$ cat config.mk
export PLATFORM = sky130hd
export DESIGN_NAME = ppu_cpu_regs
export DESIGN_NICKNAME = d
export VERILOG_FILES = /design/src/rtl/ppu_pkg.sv /design/src/rtl/ppu_cpu_regs.sv
export SDC_FILE = /design/constraint.sdc
export NUM_CORES = 2
export LEC_CHECK = 0
export CAP_MARGIN = 20
export CORE_MARGIN = 2
export CORE_UTILIZATION = 55
export DETAILED_ROUTE_END_ITERATION = 7
export PLACE_DENSITY = 0.71
export RECOVER_POWER = 100
export SYNTH_ARGS = -nofsm -noshare
export SYNTH_HDL_FRONTEND = slang
export SYNTH_SLANG_ARGS = --single-unit
$ cat constraint.sdc
create_clock -name VGA_CLK -period 6.65 [get_ports VGA_CLK]
set_clock_uncertainty 0.2 [all_clocks]
set_input_delay 1.33 -clock VGA_CLK [delete_from_list [all_inputs] [get_ports VGA_CLK]]
set_output_delay 1.33 -clock VGA_CLK [all_outputs]
set_load 0.005 [all_outputs]
$ cat src/rtl/ppu_pkg.sv
// ppu_pkg: shared register offsets, read FSM states and VRAM addressing constants
package ppu_pkg;
  localparam logic [2:0] REG_CTRL    = 3'd0;
  localparam logic [2:0] REG_MASK    = 3'd1;
  localparam logic [2:0] REG_STATUS  = 3'd2;
  localparam logic [2:0] REG_OAMADDR = 3'd3;
  localparam logic [2:0] REG_OAMDATA = 3'd4;
  localparam logic [2:0] REG_SCROLL  = 3'd5;
  localparam logic [2:0] REG_ADDR    = 3'd6;
  localparam logic [2:0] REG_DATA    = 3'd7;
  localparam logic [5:0] PALETTE_PAGE   = 6'h3F;
  localparam logic [13:0] INC_ACROSS    = 14'd1;
  localparam logic [13:0] INC_DOWN      = 14'd32;
  localparam logic [13:0] PAL_MIRROR_OFS = 14'h1000;
  typedef enum logic [1:0] {IDLE, RD_ISSUE, RD_CAPTURE} rd_state_e;
  // sprite backdrop entries $3F10/14/18/1C alias the background ones
  function automatic logic [4:0] pal_index(input logic [4:0] a);
    return {a[4] & (a[1:0] != 2'b00), a[3:0]};
  endfunction
endpackage

$ cat src/rtl/ppu_cpu_regs.sv
// ppu_cpu_regs: CPU-facing PPU registers $2000-$2007 with VRAM, palette and OAM access
module ppu_cpu_regs
  import ppu_pkg::*;
(
  input  logic        VGA_CLK,
  input  logic        reset,
  input  logic        cpu_cs,
  input  logic        cpu_we,
  input  logic [2:0]  cpu_addr,
  input  logic [7:0]  cpu_din,
  output logic [7:0]  cpu_dout,
  output logic        cpu_ready,
  output logic        cpu_rvalid,
  input  logic        vblank_start,
  input  logic        vblank_end,
  output logic        nmi,
  output logic [15:0] VRAM_addr,
  output logic        VRAM_WE,
  output logic [7:0]  VRAM_data_in,
  input  logic [7:0]  VRAM_data_out,
  output logic [4:0]  palette_addr,
  output logic        palette_WE,
  output logic [7:0]  palette_data_in,
  input  logic [7:0]  palette_out,
  output logic [7:0]  oam_addr,
  output logic        oam_WE,
  output logic [7:0]  oam_data,
  output logic [7:0]  ctrl,
  output logic [7:0]  mask,
  output logic [7:0]  scroll_x,
  output logic [7:0]  scroll_y
);
  rd_state_e state_q, state_d;
  logic [7:0] ctrl_q, ctrl_d, mask_q, mask_d, scroll_x_q, scroll_x_d, scroll_y_q, scroll_y_d;
  logic [7:0] oam_addr_q, oam_addr_d, buf_q, buf_d, dout_q, dout_d;
  logic [14:0] t_q, t_d;
  logic [13:0] v_q, v_d, rd_addr_q, rd_addr_d, v_inc;
  logic w_q, w_d, vblank_q, vblank_d, rvalid_q, rvalid_d, pal_rd_q, pal_rd_d;
  logic acc, wr, rd, v_pal;
  logic [7:0] pal_byte;
  logic [7:0] oam_mem [256];

  assign cpu_ready = state_q == IDLE;
  assign acc = cpu_cs && cpu_ready;
  assign wr = acc && cpu_we;
  assign rd = acc && !cpu_we;
  assign v_pal = v_q[13:8] == PALETTE_PAGE;
  assign v_inc = v_q + (ctrl_q[2] ? INC_DOWN : INC_ACROSS);
  assign pal_byte = palette_out & 8'h3F;

  always_comb begin
    state_d = state_q;
    ctrl_d = ctrl_q;
    mask_d = mask_q;
    scroll_x_d = scroll_x_q;
    scroll_y_d = scroll_y_q;
    oam_addr_d = oam_addr_q;
    buf_d = buf_q;
    dout_d = dout_q;
    t_d = t_q;
    v_d = v_q;
    rd_addr_d = rd_addr_q;
    w_d = w_q;
    rvalid_d = 1'b0;
    pal_rd_d = pal_rd_q;
    // a status read in the vblank_start cycle wins over the set, so the frame's flag is lost
    vblank_d = vblank_end ? 1'b0 : (rd && cpu_addr == REG_STATUS) ? 1'b0 : vblank_start ? 1'b1 : vblank_q;
    if (wr) begin
      case (cpu_addr)
        REG_CTRL:    ctrl_d = cpu_din;
        REG_MASK:    mask_d = cpu_din;
        REG_OAMADDR: oam_addr_d = cpu_din;
        REG_OAMDATA: oam_addr_d = oam_addr_q + 8'd1;
        REG_SCROLL: begin
          scroll_x_d = w_q ? scroll_x_q : cpu_din;
          scroll_y_d = w_q ? cpu_din : scroll_y_q;
          w_d = !w_q;
        end
        REG_ADDR: begin
          t_d = w_q ? {t_q[14:8], cpu_din} : {1'b0, cpu_din[5:0], t_q[7:0]};
          v_d = w_q ? t_d[13:0] : v_q;
          w_d = !w_q;
        end
        REG_DATA:    v_d = v_inc;
        default: ;
      endcase
    end
    if (rd) begin
      rvalid_d = 1'b1;
      dout_d = 8'h00;
      case (cpu_addr)
        REG_STATUS: begin
          dout_d = {vblank_q, 7'b0};
          w_d = 1'b0;
        end
        REG_OAMDATA: dout_d = oam_mem[oam_addr_q];
        REG_DATA: begin
          dout_d = v_pal ? dout_q : buf_q;
          rd_addr_d = v_pal ? v_q - PAL_MIRROR_OFS : v_q;
          pal_rd_d = v_pal;
          v_d = v_inc;
          state_d = RD_ISSUE;
        end
        default: ;
      endcase
    end
    if (state_q == RD_ISSUE) begin
      state_d = RD_CAPTURE;
      dout_d = pal_rd_q ? pal_byte : dout_q;
    end
    if (state_q == RD_CAPTURE) begin
      state_d = IDLE;
      buf_d = VRAM_data_out;
    end
  end

  always_ff @(posedge VGA_CLK or posedge reset) begin
    if (reset) begin
      state_q <= IDLE;
      ctrl_q <= '0;
      mask_q <= '0;
      scroll_x_q <= '0;
      scroll_y_q <= '0;
      oam_addr_q <= '0;
      buf_q <= '0;
      dout_q <= '0;
      t_q <= '0;
      v_q <= '0;
      rd_addr_q <= '0;
      w_q <= 1'b0;
      vblank_q <= 1'b0;
      rvalid_q <= 1'b0;
      pal_rd_q <= 1'b0;
    end else begin
      state_q <= state_d;
      ctrl_q <= ctrl_d;
      mask_q <= mask_d;
      scroll_x_q <= scroll_x_d;
      scroll_y_q <= scroll_y_d;
      oam_addr_q <= oam_addr_d;
      buf_q <= buf_d;
      dout_q <= dout_d;
      t_q <= t_d;
      v_q <= v_d;
      rd_addr_q <= rd_addr_d;
      w_q <= w_d;
      vblank_q <= vblank_d;
      rvalid_q <= rvalid_d;
      pal_rd_q <= pal_rd_d;
    end
  end

  always_ff @(posedge VGA_CLK) begin
    if (oam_WE) oam_mem[oam_addr_q] <= cpu_din;
  end

  // palette data arrives in the cycle after acceptance, so it is passed through while RD_ISSUE
  assign cpu_dout = (state_q == RD_ISSUE && pal_rd_q) ? pal_byte : dout_q;
  assign cpu_rvalid = rvalid_q;
  assign nmi = vblank_q & ctrl_q[7];
  assign VRAM_addr = {2'b00, state_q == RD_ISSUE ? rd_addr_q : v_q};
  assign VRAM_WE = wr && cpu_addr == REG_DATA && !v_pal;
  assign VRAM_data_in = cpu_din;
  assign palette_addr = pal_index(v_q[4:0]);
  assign palette_WE = wr && cpu_addr == REG_DATA && v_pal;
  assign palette_data_in = cpu_din;
  assign oam_addr = oam_addr_q;
  assign oam_WE = wr && cpu_addr == REG_OAMDATA;
  assign oam_data = cpu_din;
  assign ctrl = ctrl_q;
  assign mask = mask_q;
  assign scroll_x = scroll_x_q;
  assign scroll_y = scroll_y_q;
endmodule
==> metrics <==
total chip power 0.03689 W; post-synthesis async set-or-reset flop share 4.478%; Clock Latency Late Sink 0.86 ns; initial antenna violation count 7; first-pass GRT wire length between 300000 and 400000 µm; Starting Density around 55%; CTS resizes 0; setup TNS 0 ns; fin. max-slew vios 1874; top-area cell type share of the netlist area roughly 73%; reg2reg setup slack between 0.4 and 0.5 ns; routability cong. around 0.97; Mapped Area 84770 µm²; # fillers 10660; Syn Area/Cell a little over 20 µm²; area grow syn2layout 11.19%; layout net count 4438; final wirelength ~230000 µm; Final Cell Area 94260 µm²; multi-input logic area just under 20000 µm²; Unique masters post-synth 73; Req. time, crit path approximately 7 ns; width of the chip slightly below 400 µm; largest area contributor in the netlist edfxtp_1; vias per cell approximately 6.7; via count between 40000 and 50000; First DRT Iteration DRCs a little over 7000; GR Overflow Total 0; launching point of the worst reg2reg path oam_addr[0]; # rows ~140; # hold bufs at CTS 0; maximum vdd drop ~0.3 mV; failing checks capacitance limit, slew limit; status finished with violations; met2 wire length 104700 µm; Max Freq 161.8 MHz; Root Buffer clkbuf_16; Worst Setup End Kind register; register area approximately 64000 µm²; Worst Setup SP oam_addr[0]; Pre-Repair DR Iteration Count 8; IO buf count between 100 and 150; ANT nets after route 0; Setup Buffers After CTS 0; Cell Pwr Density between 300 and 400 nW/µm²; cell count of the worst reg-to-reg path 9; core footprint about 150000 µm²; worst-margin pin slew 4.711 ns; H-tree Lvls 4; post-synthesis sequential area ratio between 70% and 80%; Cells after Synth between 4000 and 5000; number of synthesized flops with an enable pin about 2000; critical path startpoint category register; Lkg Pwr 29.57 nW; fin crit period approximately 6 ns; leading post-synthesis cells by cell area edfxtp_1 73%, mux4_2 13%, dfrtp_1 2.8%; die area about 160000 µm²; CP Class register to register; dpl hpwl 144300 µm; largest net degree at the start of global routing around 110; Tcrit/Tclk final between 90% and 100%; relative slew slack -214.0%; gr usage total ~29%; CTS clk-pin slew, worst paths roughly 0.070 ns; Boundary Pins ~130; met1 WL about 85000 µm; final core occ between 60% and 70%; ys flop type edfxtp_1; MaxCap Viol Count 40; reg2reg end dout_q[6]; Die Y roughly 400 µm; WL/cell 34.67 µm; Worst Path Max Fanout 34; synthesis-stage register bit count 2144; dpl cell area ~88000 µm²; fraction of layout cells with a size suffix above 1 20.88%; RSZ-0062 raised after global routing false; met3 routed WL between 20000 and 30000 µm; number of remaining DRC errors 0; Hold Crit Class register to register; Arr. time, crit path around 6.7 ns; Max Root-Sink Buffers 3; vias in the first global route 42880; cts bufs inserted about 200; CTS tree built; total number of yosys warnings 0; DR top layer met5; final setup violation count 0; # clock sinks roughly 2100; worst setup path endpoint dout_q[6]; Hold Vio Cnt, Final 0
synth_stat cells, types with 11 or more instances:
| library cell | n |
|---|---|
| a22oi_1 | 79 |
| a31oi_1 | 16 |
| inv_1 | 13 |
| and3_1 | 15 |
| edfxtp_1 | 2048 |
| o22ai_1 | 17 |
| nor2_1 | 310 |
| o211ai_1 | 19 |
| a22o_1 | 13 |
| ha_1 | 11 |
| a211oi_1 | 13 |
| buf_4 | 76 |
| nand4_1 | 18 |
| o21ai_0 | 47 |
| nand2_1 | 163 |
| mux2i_1 | 171 |
| mux2_2 | 74 |
| dfrtp_1 | 96 |
| buf_2 | 62 |
| nand3_1 | 44 |
| buf_1 | 15 |
| buf_6 | 22 |
| nor2b_1 | 17 |
| and2_1 | 15 |
| clkbuf_1 | 103 |
| nor3_1 | 35 |
| mux4_2 | 501 |
| a21oi_1 | 45 |
critical path, cell delays in order, from the launching register on:
cell and delay [ns]:
dfrtp_2 0.88, buf_4 0.52, nor2b_1 2.03, buf_4 0.54, a22oi_1 0.19, nand4_1 0.36
nand4_1 0.31, nor3_1 0.54, and3_1 0.33, a31oi_1 0.11
sequential cells by signal, indices dropped and copies added, names as in the netlist:
register and cells:
oam_mem 2048, rd_addr_q 14, v_q 14, buf_q 8, ctrl 8, dout_q 8
mask 8, oam_addr 8, scroll_x 8, scroll_y 8, t_q 6, state_q 2
cpu_rvalid 1, pal_rd_q 1, vblank_q 1, w_q 1
cell type report:
cell class,instances,area share [%]
inverter,17,0.07434
clock buffer,266,5.727
antenna,6,0.01593
tap,2044,2.713
timing repair buffer,275,2.380
clock inverter,104,0.8296
sequential,2144,67.81
multi-input combinational,1754,20.45
per-stage QoR:
step | setup WS [ns] | cells | hold slack, ns
4_1_cts | 1.261 | 6602 | 0.2731
6_report | 0.4704 | 6610 | 0.2741
5_1_grt | 0.6134 | 6605 | 0.3001
2_1_floorplan | 2.615 | 4193 | 0.2402
3_3_place_gp | 0.9521 | 6230 | 0.2612
3_5_place_dp | 1.134 | 6232 | 0.2582
how the worst min path moves through the flow:
stage	start	endpoint	slack, ns	depth (start not counted)
after global routing	rd_addr_q[2]	rd_addr_q[2]	0.30	2
after global placement	rd_addr_q[8]	rd_addr_q[8]	0.26	2
after floorplan	rd_addr_q[5]	rd_addr_q[5]	0.24	2
final	rd_addr_q[1]	rd_addr_q[1]	0.27	2
after detailed placement	rd_addr_q[1]	rd_addr_q[1]	0.26	2
after CTS	rd_addr_q[1]	rd_addr_q[1]	0.27	2
cells in the final DEF, fill, tap and decap left out, drive strengths merged, types with 39 or more instances in the layout:
cell           netlist  layout
nor2               311     311
nand3               44      44
o21ai               50      50
clkdlybuf4s50        0      39
dfrtp               96      96
buf                175      81
mux2i              171     171
mux4               501     501
a21oi               45      45
clkinv               2      89
a22oi               79      79
edfxtp            2048    2048
nand2              163     163
dlygate4sd3          0      80
mux2                74      74
clkbuf             103     341
kinds of logic (layout without fill, tap and decap cells):
| logic type | Yosys count | count (layout) | synth area share [%] |
|---|---|---|---|
| AOI/OAI and AO/OA | 324 | 324 | 2.689 |
| buffers and inverters | 295 | 662 | 1.929 |
| other | 1 | 8 | 0.004424 |
| DFF | 2144 | 2144 | 75.38 |
| muxes | 746 | 746 | 16.31 |
| and+or+nand+nor | 662 | 662 | 3.432 |
| xor gates and xnor gates | 9 | 9 | 0.09298 |
| adders and majority gates | 11 | 11 | 0.1623 |
power by group:
group | switching, W | internal [W] | total, W
combinational | 0.00636 | 0.00417 | 0.0105
sequential | 0.000434 | 0.0150 | 0.0154
clock | 0.00493 | 0.00599 | 0.0109
per-layer routing:
layer  vias to the layer above  global-route usage, %
met1                     23250                  40.69
met4                        12                  13.80
li1                      17640                      -
met3                       533                  8.201
met2                      2927                  43.21
met5                         -                 0.1539
(Power assumes the default switching activity.)
